==> src/rtl/pipeline_scoreboard_if.sv <==
// Issue/writeback bundle between the scoreboard wrapper and its core, also reused
// by the bench to carry stimulus and observed outputs.
interface pipeline_scoreboard_if #(
  parameter int NREG    = 32,
  parameter int LAT_W   = 4,
  parameter int MAX_VAR = 2
);
  localparam int ADDR_W = $clog2(NREG);
  localparam int CNT_W  = $clog2(MAX_VAR + 1);

  logic              issue_valid;
  logic              issue_wen;
  logic [ADDR_W-1:0] issue_rd;
  logic [LAT_W-1:0]  issue_lat;
  logic [ADDR_W-1:0] rs1;
  logic [ADDR_W-1:0] rs2;
  logic              rs1_used;
  logic              rs2_used;
  logic              flush;
  logic              wb_valid;
  logic [ADDR_W-1:0] wb_rd;
  logic              stall;
  logic              issue_fire;
  logic [NREG-1:0]   busy;
  logic [CNT_W-1:0]  var_cnt;

  // Handshake: an ID-stage instruction is accepted (issue_fire) in the cycle
  // issue_valid is high, flush is low and stall is low; stall holds the ID stage.
  modport master (
    output issue_valid, issue_wen, issue_rd, issue_lat, rs1, rs2, rs1_used, rs2_used,
           flush, wb_valid, wb_rd,
    input  stall, issue_fire, busy, var_cnt
  );

  modport slave (
    input  issue_valid, issue_wen, issue_rd, issue_lat, rs1, rs2, rs1_used, rs2_used,
           flush, wb_valid, wb_rd,
    output stall, issue_fire, busy, var_cnt
  );
endinterface

==> src/rtl/pipeline_scoreboard.sv <==
// Register scoreboard for an in-order pipeline: tracks pending fixed- and
// variable-latency writes and stalls the ID stage on RAW/WAW hazards.
module pipeline_scoreboard_core #(
  parameter int NREG    = 32,
  parameter int LAT_W   = 4,
  parameter int MAX_VAR = 2
) (
  input  logic                 clk_i,
  input  logic                 rst_n_i,
  pipeline_scoreboard_if.slave sb
);
  localparam int ADDR_W = $clog2(NREG);
  localparam int CNT_W  = $clog2(MAX_VAR + 1);
  localparam logic [LAT_W-1:0] LAT_VAR = '1;
  localparam logic [CNT_W-1:0] VAR_MAX = CNT_W'(MAX_VAR);

  logic [NREG-1:0]  r_busy;
  logic [NREG-1:0]  r_var;
  logic [LAT_W-1:0] r_cnt [NREG];
  logic [CNT_W-1:0] r_var_cnt;

  logic w_raw1, w_raw2, w_waw, w_var_full, w_req, w_stall, w_fire;
  logic w_alloc, w_alloc_var, w_retire;

  // Hazards look only at registered state, so a same-cycle writeback does not unstall.
  assign w_raw1      = sb.rs1_used && r_busy[sb.rs1] && (sb.rs1 != '0);
  assign w_raw2      = sb.rs2_used && r_busy[sb.rs2] && (sb.rs2 != '0);
  assign w_waw       = sb.issue_wen && r_busy[sb.issue_rd] && (sb.issue_rd != '0);
  assign w_var_full  = (sb.issue_lat == LAT_VAR) && (r_var_cnt == VAR_MAX);
  assign w_req       = sb.issue_valid && !sb.flush;
  assign w_stall     = w_req && (w_raw1 || w_raw2 || w_waw || w_var_full);
  assign w_fire      = w_req && !w_stall;

  assign w_alloc     = w_fire && sb.issue_wen && (sb.issue_rd != '0) && (sb.issue_lat != '0);
  assign w_alloc_var = w_alloc && (sb.issue_lat == LAT_VAR);
  assign w_retire    = sb.wb_valid && (sb.wb_rd != '0) && r_var[sb.wb_rd];

  always_ff @(posedge clk_i or negedge rst_n_i) begin
    if (!rst_n_i) begin
      r_busy    <= '0;
      r_var     <= '0;
      r_var_cnt <= '0;
      for (int i = 0; i < NREG; i++) r_cnt[i] <= '0;
    end else begin
      // Entry 0 is never written, so x0 stays permanently free.
      for (int i = 1; i < NREG; i++) begin
        if (!r_var[i] && (r_cnt[i] != '0)) begin
          r_cnt[i] <= r_cnt[i] - 1'b1;
          if (r_cnt[i] == LAT_W'(1)) r_busy[i] <= 1'b0;
        end
        if (w_retire && (sb.wb_rd == ADDR_W'(i))) begin
          r_busy[i] <= 1'b0;
          r_var[i]  <= 1'b0;
        end
        // WAW stalling guarantees an allocated entry is idle, so no conflict with the above.
        if (w_alloc && (sb.issue_rd == ADDR_W'(i))) begin
          r_busy[i] <= 1'b1;
          r_var[i]  <= w_alloc_var;
          r_cnt[i]  <= w_alloc_var ? '0 : sb.issue_lat;
        end
      end
      case ({w_alloc_var, w_retire})
        2'b10:   r_var_cnt <= r_var_cnt + 1'b1;
        2'b01:   r_var_cnt <= r_var_cnt - 1'b1;
        default: r_var_cnt <= r_var_cnt;
      endcase
    end
  end

  assign sb.stall      = w_stall;
  assign sb.issue_fire = w_fire;
  assign sb.busy       = r_busy;
  assign sb.var_cnt    = r_var_cnt;
endmodule

module pipeline_scoreboard #(
  parameter int NREG    = 32,
  parameter int LAT_W   = 4,
  parameter int MAX_VAR = 2
) (
  input  logic                           clk_i,
  input  logic                           rst_n_i,
  input  logic                           issue_valid_i,
  input  logic                           issue_wen_i,
  input  logic [$clog2(NREG)-1:0]        issue_rd_i,
  input  logic [LAT_W-1:0]               issue_lat_i,
  input  logic [$clog2(NREG)-1:0]        rs1_i,
  input  logic [$clog2(NREG)-1:0]        rs2_i,
  input  logic                           rs1_used_i,
  input  logic                           rs2_used_i,
  input  logic                           flush_i,
  input  logic                           wb_valid_i,
  input  logic [$clog2(NREG)-1:0]        wb_rd_i,
  output logic                           stall_o,
  output logic                           issue_fire_o,
  output logic [NREG-1:0]                busy_o,
  output logic [$clog2(MAX_VAR+1)-1:0]   var_cnt_o
);
  pipeline_scoreboard_if #(.NREG(NREG), .LAT_W(LAT_W), .MAX_VAR(MAX_VAR)) u_sb_if ();

  assign u_sb_if.issue_valid = issue_valid_i;
  assign u_sb_if.issue_wen   = issue_wen_i;
  assign u_sb_if.issue_rd    = issue_rd_i;
  assign u_sb_if.issue_lat   = issue_lat_i;
  assign u_sb_if.rs1         = rs1_i;
  assign u_sb_if.rs2         = rs2_i;
  assign u_sb_if.rs1_used    = rs1_used_i;
  assign u_sb_if.rs2_used    = rs2_used_i;
  assign u_sb_if.flush       = flush_i;
  assign u_sb_if.wb_valid    = wb_valid_i;
  assign u_sb_if.wb_rd       = wb_rd_i;

  pipeline_scoreboard_core #(.NREG(NREG), .LAT_W(LAT_W), .MAX_VAR(MAX_VAR)) u_core (
    .clk_i   (clk_i),
    .rst_n_i (rst_n_i),
    .sb      (u_sb_if)
  );

  assign stall_o      = u_sb_if.stall;
  assign issue_fire_o = u_sb_if.issue_fire;
  assign busy_o       = u_sb_if.busy;
  assign var_cnt_o    = u_sb_if.var_cnt;
endmodule

==> config.mk <==
export PLATFORM = sky130hd
export DESIGN_NAME = pipeline_scoreboard
export DESIGN_NICKNAME = d
export VERILOG_FILES = /design/src/rtl/pipeline_scoreboard_if.sv /design/src/rtl/pipeline_scoreboard.sv
export SDC_FILE = /design/constraint.sdc
export NUM_CORES = 1
export LEC_CHECK = 0
export BUFFER_PORTS_ARGS = -buffer_cell sky130_fd_sc_hd__buf_2
export CAP_MARGIN = 30
export CORE_MARGIN = 1
export CORE_UTILIZATION = 30
export CTS_BUF_LIST = sky130_fd_sc_hd__clkbuf_8
export CTS_CLUSTER_DIAMETER = 150
export DETAILED_ROUTE_END_ITERATION = 8
export PLACE_DENSITY = 0.5
export RECOVER_POWER = 25
export SLEW_MARGIN = 20
export SYNTH_ARGS = -nofsm -noshare
export SYNTH_HDL_FRONTEND = slang
export SYNTH_HIERARCHICAL = 1
export SYNTH_SLANG_ARGS = --single-unit
==> constraint.sdc <==
create_clock -name clk_i -period 5.7 [get_ports clk_i]
set_clock_uncertainty 0.05 [all_clocks]
set_input_delay 1.71 -clock clk_i [delete_from_list [all_inputs] [get_ports clk_i]]
set_output_delay 1.71 -clock clk_i [all_outputs]
set_load 0.005 [all_outputs]
# After elaboration in Yosys (flattened, before gate mapping)

Cells that the tools add are included.

Output and inout port bits: 36
Word-level logic and storage cells: 823
Input bits: 32
Register bits after elaboration: 188

Multiplexer cells: 258
Add/sub/neg operators: 33
Reductions and logical operators: 337
Equality and inequality tests: 97
Order comparisons: 4

Operators by type and width:

| kind                                                        | number |
|---|---|
| two-way mux 4 bit                                           | 63 |
| two-way mux 1 bit                                           | 190 |
| nonzero test 3 bit                                          | 62 |
| equality test 5 bit (second input constant)                 | 32 |
| nonzero test 4 bit                                          | 32 |
| nonzero test 2 bit                                          | 63 |
| equality test 4 x 1 -> 1 bit (second input constant)        | 31 |
| subtractor 4 x 1 -> 4 bit (second input constant)           | 31 |
| logical AND 1 bit                                           | 109 |
| equality test 5 x 4 -> 1 bit (second input constant)        | 16 |
| AND reduction 2 bit                                         | 31 |
| equality test 5 x 3 -> 1 bit (second input constant)        | 8 |
| zero test 1 bit                                             | 33 |
| less-than comparator 5 x 6 -> 1 bit (second input constant) | 4 |
| binary-select mux 1 bit (select 5 bit)                      | 4 |
| equality test 5 x 2 -> 1 bit (second input constant)        | 4 |
| nonzero test 5 bit                                          | 4 |
| equality test 5 x 1 -> 1 bit (second input constant)        | 2 |
| equality test 2 bit (second input constant)                 | 2 |
| equality test 4 bit (second input constant)                 | 1 |
| one-hot mux 2 bit (2 select lines)                          | 1 |
| logical OR 1 bit                                            | 3 |
| adder 2 x 1 -> 2 bit (second input constant)                | 1 |
| equality test 2 x 1 -> 1 bit (second input constant)        | 1 |
| subtractor 2 x 1 -> 2 bit (second input constant)           | 1 |

# Logic depth before layout (Yosys ltp)

Gate-level depths: netlist of run 1.

Depth in word-level cells: 16
Mapped depth: 14
Gate-level depth less buffers: 10

# Least setup slack after synthesis of run 1

OpenSTA, ideal clock, no wires.

Path kind: input to output
Start point: input rs2_i[1]
End point: output stall_o
Stages: 9
Buffers on the path: 3
Data required time: 3.940 ns
Setup slack: 0.292 ns
Arrival time: 3.648 ns
Path through: clkbuf_1 -> mux4_2 -> mux2i_1 -> nor3_1 -> a311oi_4 -> and3_1 -> clkbuf_1 -> buf_2 -> a21oi_1

Word-level cells in the longest chain between the ends: 8
Elaborated cells between the ends (all ways): 9
Classes of those cells: mux: 2; reduce/logical: 7

Ends and longest elaborated chain:

| item                                    | line                      | source |
|---|---|---|
| start: declaration                      | pipeline_scoreboard.sv:88 | `input logic [$clog2(NREG)-1:0] rs2_i,` |
| binary-select mux 1 bit (select 5 bit)  | pipeline_scoreboard.sv:27 | `assign w_raw2 = sb.rs2_used && r_busy[sb.rs2] && (sb.rs2 != '0);` |
| two-way mux 1 bit (implied by the code) | pipeline_scoreboard.sv:27 |  |
| logical AND 1 bit                       | pipeline_scoreboard.sv:27 |  |
| logical AND 1 bit (*)                   | pipeline_scoreboard.sv:27 |  |
| logical OR 1 bit (*) (3 in a row)       | pipeline_scoreboard.sv:31 | `assign w_stall = w_req && (w_raw1 \|\| w_raw2 \|\| w_waw \|\| w_var_full);` |
| logical AND 1 bit (*)                   | pipeline_scoreboard.sv:31 |  |
| end: declaration                        | pipeline_scoreboard.sv:94 | `output logic stall_o,` |

Every way passes the cells marked *; elsewhere a longest branch is shown, timed or not. The select of a mux whose other input is x is not followed.

# Worst setup path after layout of run 1

Start point: input issue_rd_i[0]
End point: output issue_fire_o

Word-level cells in the longest chain between the ends: 9
Elaborated cells between the ends (all ways): 10
Classes of those cells: mux: 2; reduce/logical: 8

Ends and longest elaborated chain:

| item                                    | line                      | source |
|---|---|---|
| start: declaration                      | pipeline_scoreboard.sv:85 | `input logic [$clog2(NREG)-1:0] issue_rd_i,` |
| binary-select mux 1 bit (select 5 bit)  | pipeline_scoreboard.sv:28 | `assign w_waw = sb.issue_wen && r_busy[sb.issue_rd] && (sb.issue_rd != '0);` |
| two-way mux 1 bit (implied by the code) | pipeline_scoreboard.sv:28 |  |
| logical AND 1 bit                       | pipeline_scoreboard.sv:28 |  |
| logical AND 1 bit (*)                   | pipeline_scoreboard.sv:28 |  |
| logical OR 1 bit (*) (2 in a row)       | pipeline_scoreboard.sv:31 |  |
| logical AND 1 bit (*)                   | pipeline_scoreboard.sv:31 |  |
| zero test 1 bit (*)                     | pipeline_scoreboard.sv:32 | `assign w_fire = w_req && !w_stall;` |
| logical AND 1 bit (*)                   | pipeline_scoreboard.sv:32 |  |
| end: declaration                        | pipeline_scoreboard.sv:95 | `output logic issue_fire_o,` |

Marks and branches as above.

==> impl_metrics.py, run 1 <==
metrics = {
    "run_status": {
        "status": "finished, violations left",
        "violations": "max-capacitance violations, max-slew violations",
    },
    "worst_hold_path": {
        "hold_depth": 1,
        "worstHoldStart": "u_core/sb.var_cnt[1]",
        "hold_class": "reg -> reg",
        "hold_end": "u_core/sb.var_cnt[1]",
    },
    "setup_path": {
        "critPathKind": "in -> out",
        "path_max_fanout": 7,
        "r2r-end": "u_core/r_cnt[28]",
        "cp-start-kind": "primary input",
        "reg2reg_slack_ns": 2.23,
        "critPathLaunch": "issue_rd_i[0]",
        "endpoint_kind": "primary output",
        "r2r_cells": 8,
        "cp.required_ns": 3.94,
        "r2r-start": "u_core/sb.busy[2]",
        "worst_ep_arrival_time_ns": 3.75,
    },
    "global_route": {
        "grt_pass1_wl_um": 54200,
        "antenna_found_initial": 4,
        "grt_pass1_vias": 8937,
        "grt.overflow.total": 0,
        "grt_use_total_pct": 17.4,
        "grt_max_degree": 100,
    },
    "floorplanning": {
        "core-area_um2": 39800,
        "ioPinCount": 68,
        "dieWidth_um": 203,
        "die_area_um2": 41300,
        "rows": 73,
        "chipHeight_um": 203,
        "start_util_pct": 30.5,
    },
    "synthesis": {
        "ys_seq_area_share_pct": 38.7,
        "netlist_instances": 1183,
        "synth_edf_count": 0,
        "yosysWarningCount": 10,
        "netlist_area_um2": 12200,
        "ys_ff_latch": 188,
        "ys_types": 56,
        "postSynthAreaPerCell_um2": 10.3,
        "synthArstFlopShare_pct": 100,
        "synth_nets": 1278,
        "synth_flop_cell": "dfrtp_1",
    },
    "timing": {
        "slew_viol_final": 100,
        "relSlewSlack_pct": -76.2,
        "setup-tns-final_ns": 0,
        "whs_ns": 0.441,
        "fmax_mhz": 181,
        "worstMarginPinSlew_ns": 2.64,
        "hold_violations": 0,
        "min_period_over_period_pct": 96.7,
        "setup_viol": 0,
        "post-route-min-period_ns": 5.51,
        "rsz0062_at_grt": "false",
    },
    "clocking": {
        "clock_sinks": 188,
        "ctsHoldBuffers": 0,
        "cts-resized-gates": 0,
        "postCtsSetupBuffers": 0,
        "h-tree-depth": 4,
        "cts_buffers": 17,
        "clk_pin_slew_ns": 0.11,
        "cts_buffer_depth": 2,
        "clock_latency_ns": 0.50,
        "cts_root_buf": "clkbuf_8",
        "cts_tree": "yes",
    },
    "routing": {
        "dr.pass1.iters": 5,
        "drtAntennaViolNets": 0,
        "vias": 9091,
        "wl_per_cell_um": 19.5,
        "via_per_inst": 5.07,
        "drt_wl_total_um": 35000,
        "drcViolationCount": 0,
        "drt_iter0_drc": 639,
    },
    "finish": {
        "area_growth_pct": 11.7,
        "nFillCells": 4113,
        "nNetsFinal": 1347,
        "drive_gt1_share_pct": 15.8,
    },
    "flow_run": {
        "drv_cap": 1,
    },
    "place": {
        "dp_hpwl_um": 25500,
        "port_buffers": 66,
        "gp_congestion": 0.830,
    },
    "pwr": {
        "power.density_nw_per_um2": 419,
        "ir_drop_mv": 0.127,
        "power_leakage_uw": 0.00600,
    },
}
==> logic make-up after synthesis <==
| family | after synthesis | share of synthesized area, % |
|---|---|---|
| buffers and inverters | 112 | 3.79 |
| AND/OR/NAND/NOR | 384 | 17.9 |
| multiplexers | 203 | 19.0 |
| AO/OA/AOI/OAI | 137 | 7.22 |
| other | 1 | 0.0308 |
| flip-flops | 188 | 38.7 |
| XOR/XNOR | 95 | 6.84 |
| adder cells (fa/ha/maj) | 63 | 6.48 |
==> registers in the layout (all words and copies together), names as in the netlist <==
name	cells
u_core/sb.busy	31
u_core/sb.var_cnt	2
u_core/r_cnt	124
u_core/r_var	31
==> per-stage QoR <==
step | total power (µW) | instances | area, µm² | util [%] | setup slack [ns]
5_1_grt | 6240 | 1791 | 13600 | 34.1 | 0.00657
6_report | 5700 | 1792 | 13600 | 34.1 | 0.190
3_3_place_gp | 4760 | 1757 | 13200 | 33.1 | 0.136
3_5_place_dp | 4850 | 1757 | 13200 | 33.1 | 0.201
4_1_cts | 5760 | 1789 | 13600 | 34.1 | 0.181
2_1_floorplan | 4230 | 1183 | 12200 | - | 0.292
==> cell usage after synthesis (2+ instances only) <==
cell type,number,share of area (%)
dfrtp_1,188,39
mux2i_1,178,15
nand2_1,120,3.7
nand3_1,65,2.7
nor2_1,65,2.0
ha_1,63,6.5
inv_1,63,1.9
a21oi_1,52,2.1
xnor2_1,51,3.7
xor2_1,44,3.2
o21ai_0,25,1.0
clkbuf_1,24,0.74
nand2b_1,24,1.2
nor3_1,24,0.99
mux4_2,22,4.1
nor4_4,21,3.7
nor4_1,20,1.0
a21o_1,18,1.1
buf_2,16,0.66
nor2b_1,14,0.72
a31o_2,9,0.65
o211ai_1,8,0.49
nand4_1,6,0.31
or3_1,6,0.31
a22oi_1,4,0.25
buf_1,4,0.12
o31ai_1,4,0.25
or2_2,4,0.21
buf_4,3,0.19
o21ai_1,3,0.12
o21bai_1,3,0.19
or4_1,3,0.19
a311oi_1,2,0.14
and3_1,2,0.10
mux2_2,2,0.19
nand3b_1,2,0.12
nor3b_1,2,0.12
==> cells in the final DEF (no fill, tap or decap), types with 9 or more instances in the layout <==
master | synthesis | layout
nor4_4 | 21 | 21
xnor2_1 | 51 | 51
buf_4 | 3 | 31
nand2b_1 | 24 | 24
nor4_1 | 20 | 20
a21o_1 | 18 | 18
nor3_1 | 24 | 24
ha_1 | 63 | 63
dfrtp_1 | 188 | 188
o21ai_0 | 25 | 24
nor2b_1 | 14 | 13
a21oi_1 | 52 | 52
clkbuf_8 | 0 | 17
mux2i_1 | 178 | 178
mux4_2 | 22 | 22
nand3_1 | 65 | 65
nor2_1 | 65 | 65
inv_1 | 63 | 63
a31o_2 | 9 | 9
buf_2 | 16 | 65
xor2_1 | 44 | 44
nand2_1 | 120 | 120
==> critical path: stages <==
cell and delay [ns]:
buf_2 0.21, mux4_2 0.54, nor2b_1 0.14, nor3_1 0.07, o311ai_2 0.28, buf_4 0.20, nand3_2 0.10, nor3_1 0.32
buf_2 0.18
==> where the power goes <==
part	internal, µW	switching, µW
Clock	325	561
Sequential	1880	549
Combinational	1160	1230
==> final cells by class <==
type	count	area, µm²	area share (%)
antenna	2	5.00	0.0369
clock buffer	17	234	1.72
clock inverter	15	146	1.08
inverter	63	236	1.74
multi-input combinational	883	7020	51.7
sequential	188	4700	34.6
tap	525	657	4.84
timing repair buffer	99	578	4.26
==> per-layer routing <==
metal	vias up	routed length (µm)	GRT usage [%]	part of all wire [%]
met4	4	738	5.29	2.1
li1	4315	-	-	-
met5	-	26	0	0.074
met3	43	1680	3.29	4.8
met2	200	15700	26.8	45
met1	4529	16800	24.5	48
==> worst max-delay path by stage <==
stage / end / slack (ns) / cells after the start
after global routing: issue_fire_o / 0.007 / 9
after detailed placement: issue_fire_o / 0.20 / 9
after floorplan: stall_o / 0.29 / 9
after global placement: issue_fire_o / 0.14 / 8
final: issue_fire_o / 0.19 / 9
after CTS: issue_fire_o / 0.18 / 9
Power figures use the tool's default switching activity.
==> inputs of run 2 (changes only) <==
--- a/config.mk
+++ b/config.mk
@@ -12,7 +12,7 @@
 export CTS_BUF_LIST = sky130_fd_sc_hd__clkbuf_8
 export CTS_CLUSTER_DIAMETER = 150
 export DETAILED_ROUTE_END_ITERATION = 8
-export PLACE_DENSITY = 0.5
+export PLACE_DENSITY = 0.43
 export RECOVER_POWER = 25
 export SLEW_MARGIN = 20
 export SYNTH_ARGS = -nofsm -noshare
==> run 2 against run 1 <==
  * The run still ends with max-capacitance violations, max-slew violations left
  * First-iteration DRC count is 4.1% higher
  * Critical path depth rose by 1
  * Utilization is 0.18 points lower
  * Sequential power about the same
  * Die area stayed put
  * Setup slack got worse by 0.025 ns
  * Count of clock-buffer cells in the layout up 2
  * Via count decreased by 1.0%
  * Critical endpoint unchanged
  * Combinational power hardly changed
  * Design area decreased by 0.53%
==> impl_metrics.py, run 2 (synthesized netlist as in run 1, its figures left out) <==
metrics = {
    "clocking": {
        "clock_latency_ns": 0.51,
        "cts_buffer_depth": 2,
        "cts_root_buf": "clkbuf_8",
        "h-tree-depth": 4,
        "cts_tree": "yes",
        "cts_buffers": 17,
        "ctsHoldBuffers": 0,
        "clock_sinks": 188,
        "postCtsSetupBuffers": 0,
        "cts-resized-gates": 0,
        "clk_pin_slew_ns": 0.09,
    },
    "setup_path": {
        "path_max_fanout": 10,
        "worst_ep_arrival_time_ns": 3.78,
        "cp.required_ns": 3.94,
        "critPathKind": "in -> out",
        "reg2reg_slack_ns": 2.28,
        "endpoint_kind": "primary output",
        "cp-start-kind": "primary input",
    },
    "global_route": {
        "antenna_found_initial": 3,
        "grt.overflow.total": 0,
        "grt_pass1_vias": 9026,
        "grt_use_total_pct": 18.5,
        "grt_max_degree": 79,
        "grt_pass1_wl_um": 56900,
    },
    "finish": {
        "n_antenna_cell": 0,
        "area_growth_pct": 11.1,
        "nNetsFinal": 1338,
        "drive_gt1_share_pct": 14.7,
        "largest_reg_flops": 124,
        "instances_no_fill": 1780,
        "regMostFlops": "u_core/r_cnt",
        "regArea_um2": 4700,
        "layout.cells.most_common_list": "dfrtp_1 (188), mux2i_1 (178), nand2_1 (120), inv_1 (69)",
        "nFillCells": 4137,
        "multiInputGateArea_um2": 7040,
        "mostFrequentLayoutCell": "dfrtp_1",
    },
    "floorplanning": {
        "chipHeight_um": 203,
        "rows": 73,
        "dieWidth_um": 203,
        "ioPinCount": 68,
        "die_area_um2": 41300,
        "core-area_um2": 39800,
        "start_util_pct": 30.5,
    },
    "pwr": {
        "swShare_pct": 40.1,
        "power.density_nw_per_um2": 418,
        "p_int_uw": 3390,
        "ir_drop_mv": 0.129,
        "p_switching_uw": 2260,
        "power_leakage_uw": 0.00597,
        "p_clk_share_pct": 15.1,
        "power_frac_seq_pct": 42.9,
        "p_comb_share_pct": 42.0,
    },
    "timing": {
        "min_period_over_period_pct": 97.1,
        "worstMarginPinSlew_ns": 2.06,
        "hold_violations": 0,
        "fmax_mhz": 181,
        "post-route-min-period_ns": 5.54,
        "fin_ws_ns": 0.164,
        "slew_viol_final": 156,
        "rsz0062_at_grt": "false",
        "relSlewSlack_pct": -37.4,
        "setup-tns-final_ns": 0,
        "setup_viol": 0,
    },
    "flow_run": {
        "drv_cap": 2,
    },
    "worst_hold_path": {
        "hold_class": "reg -> reg",
    },
    "routing": {
        "drt_iter0_drc": 665,
        "drt_wl_total_um": 36800,
        "drcViolationCount": 0,
        "vias": 8998,
        "dr.pass1.iters": 5,
        "drtAntennaViolNets": 0,
        "wl_per_cell_um": 20.6,
        "via_per_inst": 5.06,
    },
    "place": {
        "dp_hpwl_um": 26300,
        "gp_congestion": 0.827,
        "port_buffers": 66,
        "place_inst": 1749,
        "post-place-ws_ns": 0.183,
    },
    "run_status": {
        "status": "finished, violations left",
        "violations": "max-capacitance violations, max-slew violations",
    },
}
[run 2: cell count changes in the layout (fill, tap and decap cells not counted), sizes merged]
cell | before | now
buf | 97 | 88
inv | 72 | 69
clkbuf | 19 | 21
diode | 2 | 0
bufinv | 0 | 1
clkinv | 4 | 3
[run 2: layer usage]
metal,global-route usage [%],vias up,routed length (µm)
li1,-,4276,-
met5,0,-,37
met1,25.8,4516,17600
met2,29.3,168,17200
met4,3.92,6,423
met3,3.85,32,1530
[run 2: power groups by stage]
stage / Sequential, µW / Combinational (µW) / Clock (µW)
after floorplan: 2280 / 1950 / 0
after global placement: 2460 / 2340 / 0
after detailed placement: 2440 / 2410 / 0
after CTS: 2430 / 2410 / 906
after global routing: 2500 / 2770 / 949
final: 2420 / 2370 / 853
[run 2: path summary, 6_finish.rpt]
kind	from	depth (start not counted)	end
worst max-delay path	rs1_i[0]	10	issue_fire_o
worst min-delay path	u_core/sb.var_cnt[1]	1	u_core/sb.var_cnt[1]
worst max register to register	u_core/sb.busy[27]	8	u_core/r_cnt[42]
worst min register to register	u_core/sb.var_cnt[1]	1	u_core/sb.var_cnt[1]
max in group asynchronous	rst_n_i	2	u_core/r_cnt[42]
min in group asynchronous	rst_n_i	1	u_core/r_cnt[97]
[run 2: per-stage QoR]
| step | total power (µW) | area [µm²] | utilization [%] | hold WS, ns |
|---|---|---|---|---|
| 6_report | 5650 | 13500 | 33.9 | 0.448 |
| 5_1_grt | 6220 | 13500 | 33.9 | 0.478 |
| 4_1_cts | 5740 | 13500 | 34.0 | 0.457 |
| 3_5_place_dp | 4850 | 13200 | 33.1 | 0.438 |
| 3_3_place_gp | 4800 | 13200 | 33.1 | 0.441 |
| 2_1_floorplan | 4230 | 12200 | - | 0.427 |
[run 2: critical path, stage by stage]
cell	delay [ns]
buf_2	0.14
buf_4	0.23
mux2_4	0.32
a221oi_2	0.21
o22ai_1	0.19
a311oi_4	0.35
nand3_2	0.14
nor3_1	0.21
buf_4	0.16
buf_2	0.11
[run 2: layout make-up]
cell class              count  share of cell area (%)
clock buffers              19                    1.94
clock inverters            12                   0.639
inverters                  63                    1.75
multi-input cells         883                    52.1
flip-flops and latches    188                    34.8
well taps                 525                    4.86
repair buffers             90                    3.85
==> inputs of run 3 (changes only) <==
--- a/config.mk
+++ b/config.mk
@@ -12,6 +12,7 @@
 export CTS_BUF_LIST = sky130_fd_sc_hd__clkbuf_8
 export CTS_CLUSTER_DIAMETER = 150
 export DETAILED_ROUTE_END_ITERATION = 8
+export MAX_ROUTING_LAYER = met4
 export PLACE_DENSITY = 0.43
 export RECOVER_POWER = 25
 export SLEW_MARGIN = 20
==> run 3 against run 2 <==
  * Critical path depth is the same
  * Critical endpoint is now stall_o
  * Wire length grew 0.11%
  * Final cell count grew 0.17%
  * The run still ends with max-capacitance violations, max-slew violations left
  * Via count grew 0.20%
  * Non-clock buffer count is the same
==> impl_metrics.py, run 3 (synthesized netlist as in run 1, its figures left out) <==
metrics = {
    "setup_path": {
        "cp-start-kind": "primary input",
        "critPathKind": "in -> out",
        "max_stage_delay_ns": 0.35,
        "endpoint_kind": "primary output",
        "worst-path-buf-inv": 4,
        "path_max_fanout": 10,
        "r2r-end": "u_core/r_cnt[42]",
        "path_delay_family": "compound AO/OA/AOI/OAI gates",
        "worst_ep_arrival_time_ns": 3.78,
        "cp.required_ns": 3.94,
        "path_cells": "buf_2 -> buf_4 -> mux2_4 -> a221oi_2 -> o22ai_1 -> a311oi_4 -> buf_4 -> and3_1 -> a21oi_1 -> buf_2",
        "reg2reg_slack_ns": 2.27,
        "cp_slowest_cell": "a311oi_4",
        "r2r-start": "u_core/sb.busy[27]",
        "r2r_cells": 8,
    },
    "worst_hold_path": {
        "worstHoldStart": "u_core/sb.var_cnt[1]",
        "hold_end": "u_core/sb.var_cnt[1]",
        "hold_class": "reg -> reg",
        "hold_depth": 1,
    },
    "finish": {
        "multiInputGateArea_um2": 7040,
        "mostFrequentLayoutCell": "dfrtp_1",
        "regMostFlops": "u_core/r_cnt",
        "nNetsFinal": 1338,
        "layout.cells.most_common_list": "dfrtp_1 (188), mux2i_1 (178), nand2_1 (120), inv_1 (69)",
        "area_growth_pct": 11.1,
        "drive_gt1_share_pct": 14.7,
        "nFillCells": 4134,
        "regArea_um2": 4700,
        "largest_reg_flops": 124,
    },
    "floorplanning": {
        "start_util_pct": 30.5,
        "dieWidth_um": 203,
        "die_area_um2": 41300,
        "rows": 73,
        "core-area_um2": 39800,
        "ioPinCount": 68,
        "chipHeight_um": 203,
    },
    "pwr": {
        "power_leakage_uw": 0.00597,
        "power.density_nw_per_um2": 418,
        "p_int_uw": 3390,
        "p_comb_share_pct": 42.0,
        "ir_drop_mv": 0.131,
        "swShare_pct": 40.1,
        "power_frac_seq_pct": 42.9,
        "p_switching_uw": 2270,
        "p_clk_share_pct": 15.1,
        "p_total_uw": 5650,
    },
    "routing": {
        "via_per_inst": 5.06,
        "drt_wl_total_um": 36800,
        "drtAntennaViolNets": 0,
        "drt_iter0_drc": 570,
        "vias": 9016,
        "dr.pass1.iters": 5,
        "drcViolationCount": 0,
        "wl_per_cell_um": 20.6,
    },
    "clocking": {
        "h-tree-depth": 4,
        "cts_tree": "yes",
        "clk_pin_slew_ns": 0.10,
        "cts_root_buf": "clkbuf_8",
        "cts_buffer_depth": 2,
        "cts_buffers": 17,
        "postCtsSetupBuffers": 0,
        "cts-resized-gates": 0,
        "clock_sinks": 188,
        "ctsHoldBuffers": 0,
        "clock_latency_ns": 0.51,
    },
    "timing": {
        "hold_violations": 0,
        "min_period_over_period_pct": 97.2,
        "worstMarginPinSlew_ns": 2.08,
        "fmax_mhz": 181,
        "setup-tns-final_ns": 0,
        "post-route-min-period_ns": 5.54,
        "relSlewSlack_pct": -38.6,
        "rsz0062_at_grt": "false",
        "setup_viol": 0,
        "slew_viol_final": 156,
    },
    "global_route": {
        "grt_pass1_wl_um": 56900,
        "grt_use_total_pct": 19.0,
        "grt.overflow.total": 0,
        "grt_pass1_vias": 9036,
        "grt_max_degree": 79,
        "antenna_found_initial": 3,
    },
    "place": {
        "port_buffers": 66,
        "gp_congestion": 0.841,
        "dp_hpwl_um": 26300,
    },
    "run_status": {
        "status": "finished, violations left",
        "violations": "max-capacitance violations, max-slew violations",
    },
    "flow_run": {
        "drv_cap": 2,
    },
}
run 3: layout make-up:
type                       count  area share (%)
multi-input combinational    883            52.1
sequential                   188            34.8
tap                          525            4.86
timing repair buffer          90            3.85
clock buffer                  19            1.94
inverter                      63            1.75
clock inverter                12           0.639
antenna                        3          0.0556
run 3: stage by stage:
step	cell area (µm²)	hold WS, ns	instances	utilization (%)	setup slack (ns)
global placement	13200	0.441	1749	33.1	0.195
global route	13500	0.478	1783	33.9	0.0823
CTS	13500	0.457	1780	34.0	0.185
detailed placement	13200	0.438	1749	33.1	0.183
floorplan	12200	0.427	1183	-	0.292
finish	13500	0.448	1783	33.9	0.161
run 3: power by group through the flow:
stage                     Sequential (µW)  Combinational (µW)  Clock, µW
after floorplan                      2280                1950          0
after global placement               2460                2340          0
after detailed placement             2440                2410          0
after CTS                            2430                2410        906
after global routing                 2500                2770        949
final                                2430                2370        855
run 3: worst max path at each step:
stage,end,slack (ns),cells past startpoint,start
floorplan,stall_o,0.29,9,rs2_i[1]
finish,stall_o,0.16,10,rs1_i[0]
global route,issue_fire_o,0.08,10,rs1_i[0]
CTS,stall_o,0.18,10,rs1_i[0]
detailed placement,stall_o,0.18,10,rs1_i[0]
global placement,issue_fire_o,0.20,10,rs1_i[0]
run 3: metal layers:
metal	global-route usage [%]	routed length, µm	part of all wire [%]
met1	25.9	17700	48
met2	29.1	17000	46
met3	3.16	1500	4.1
met4	5.10	556	1.5
met5	-	0	0
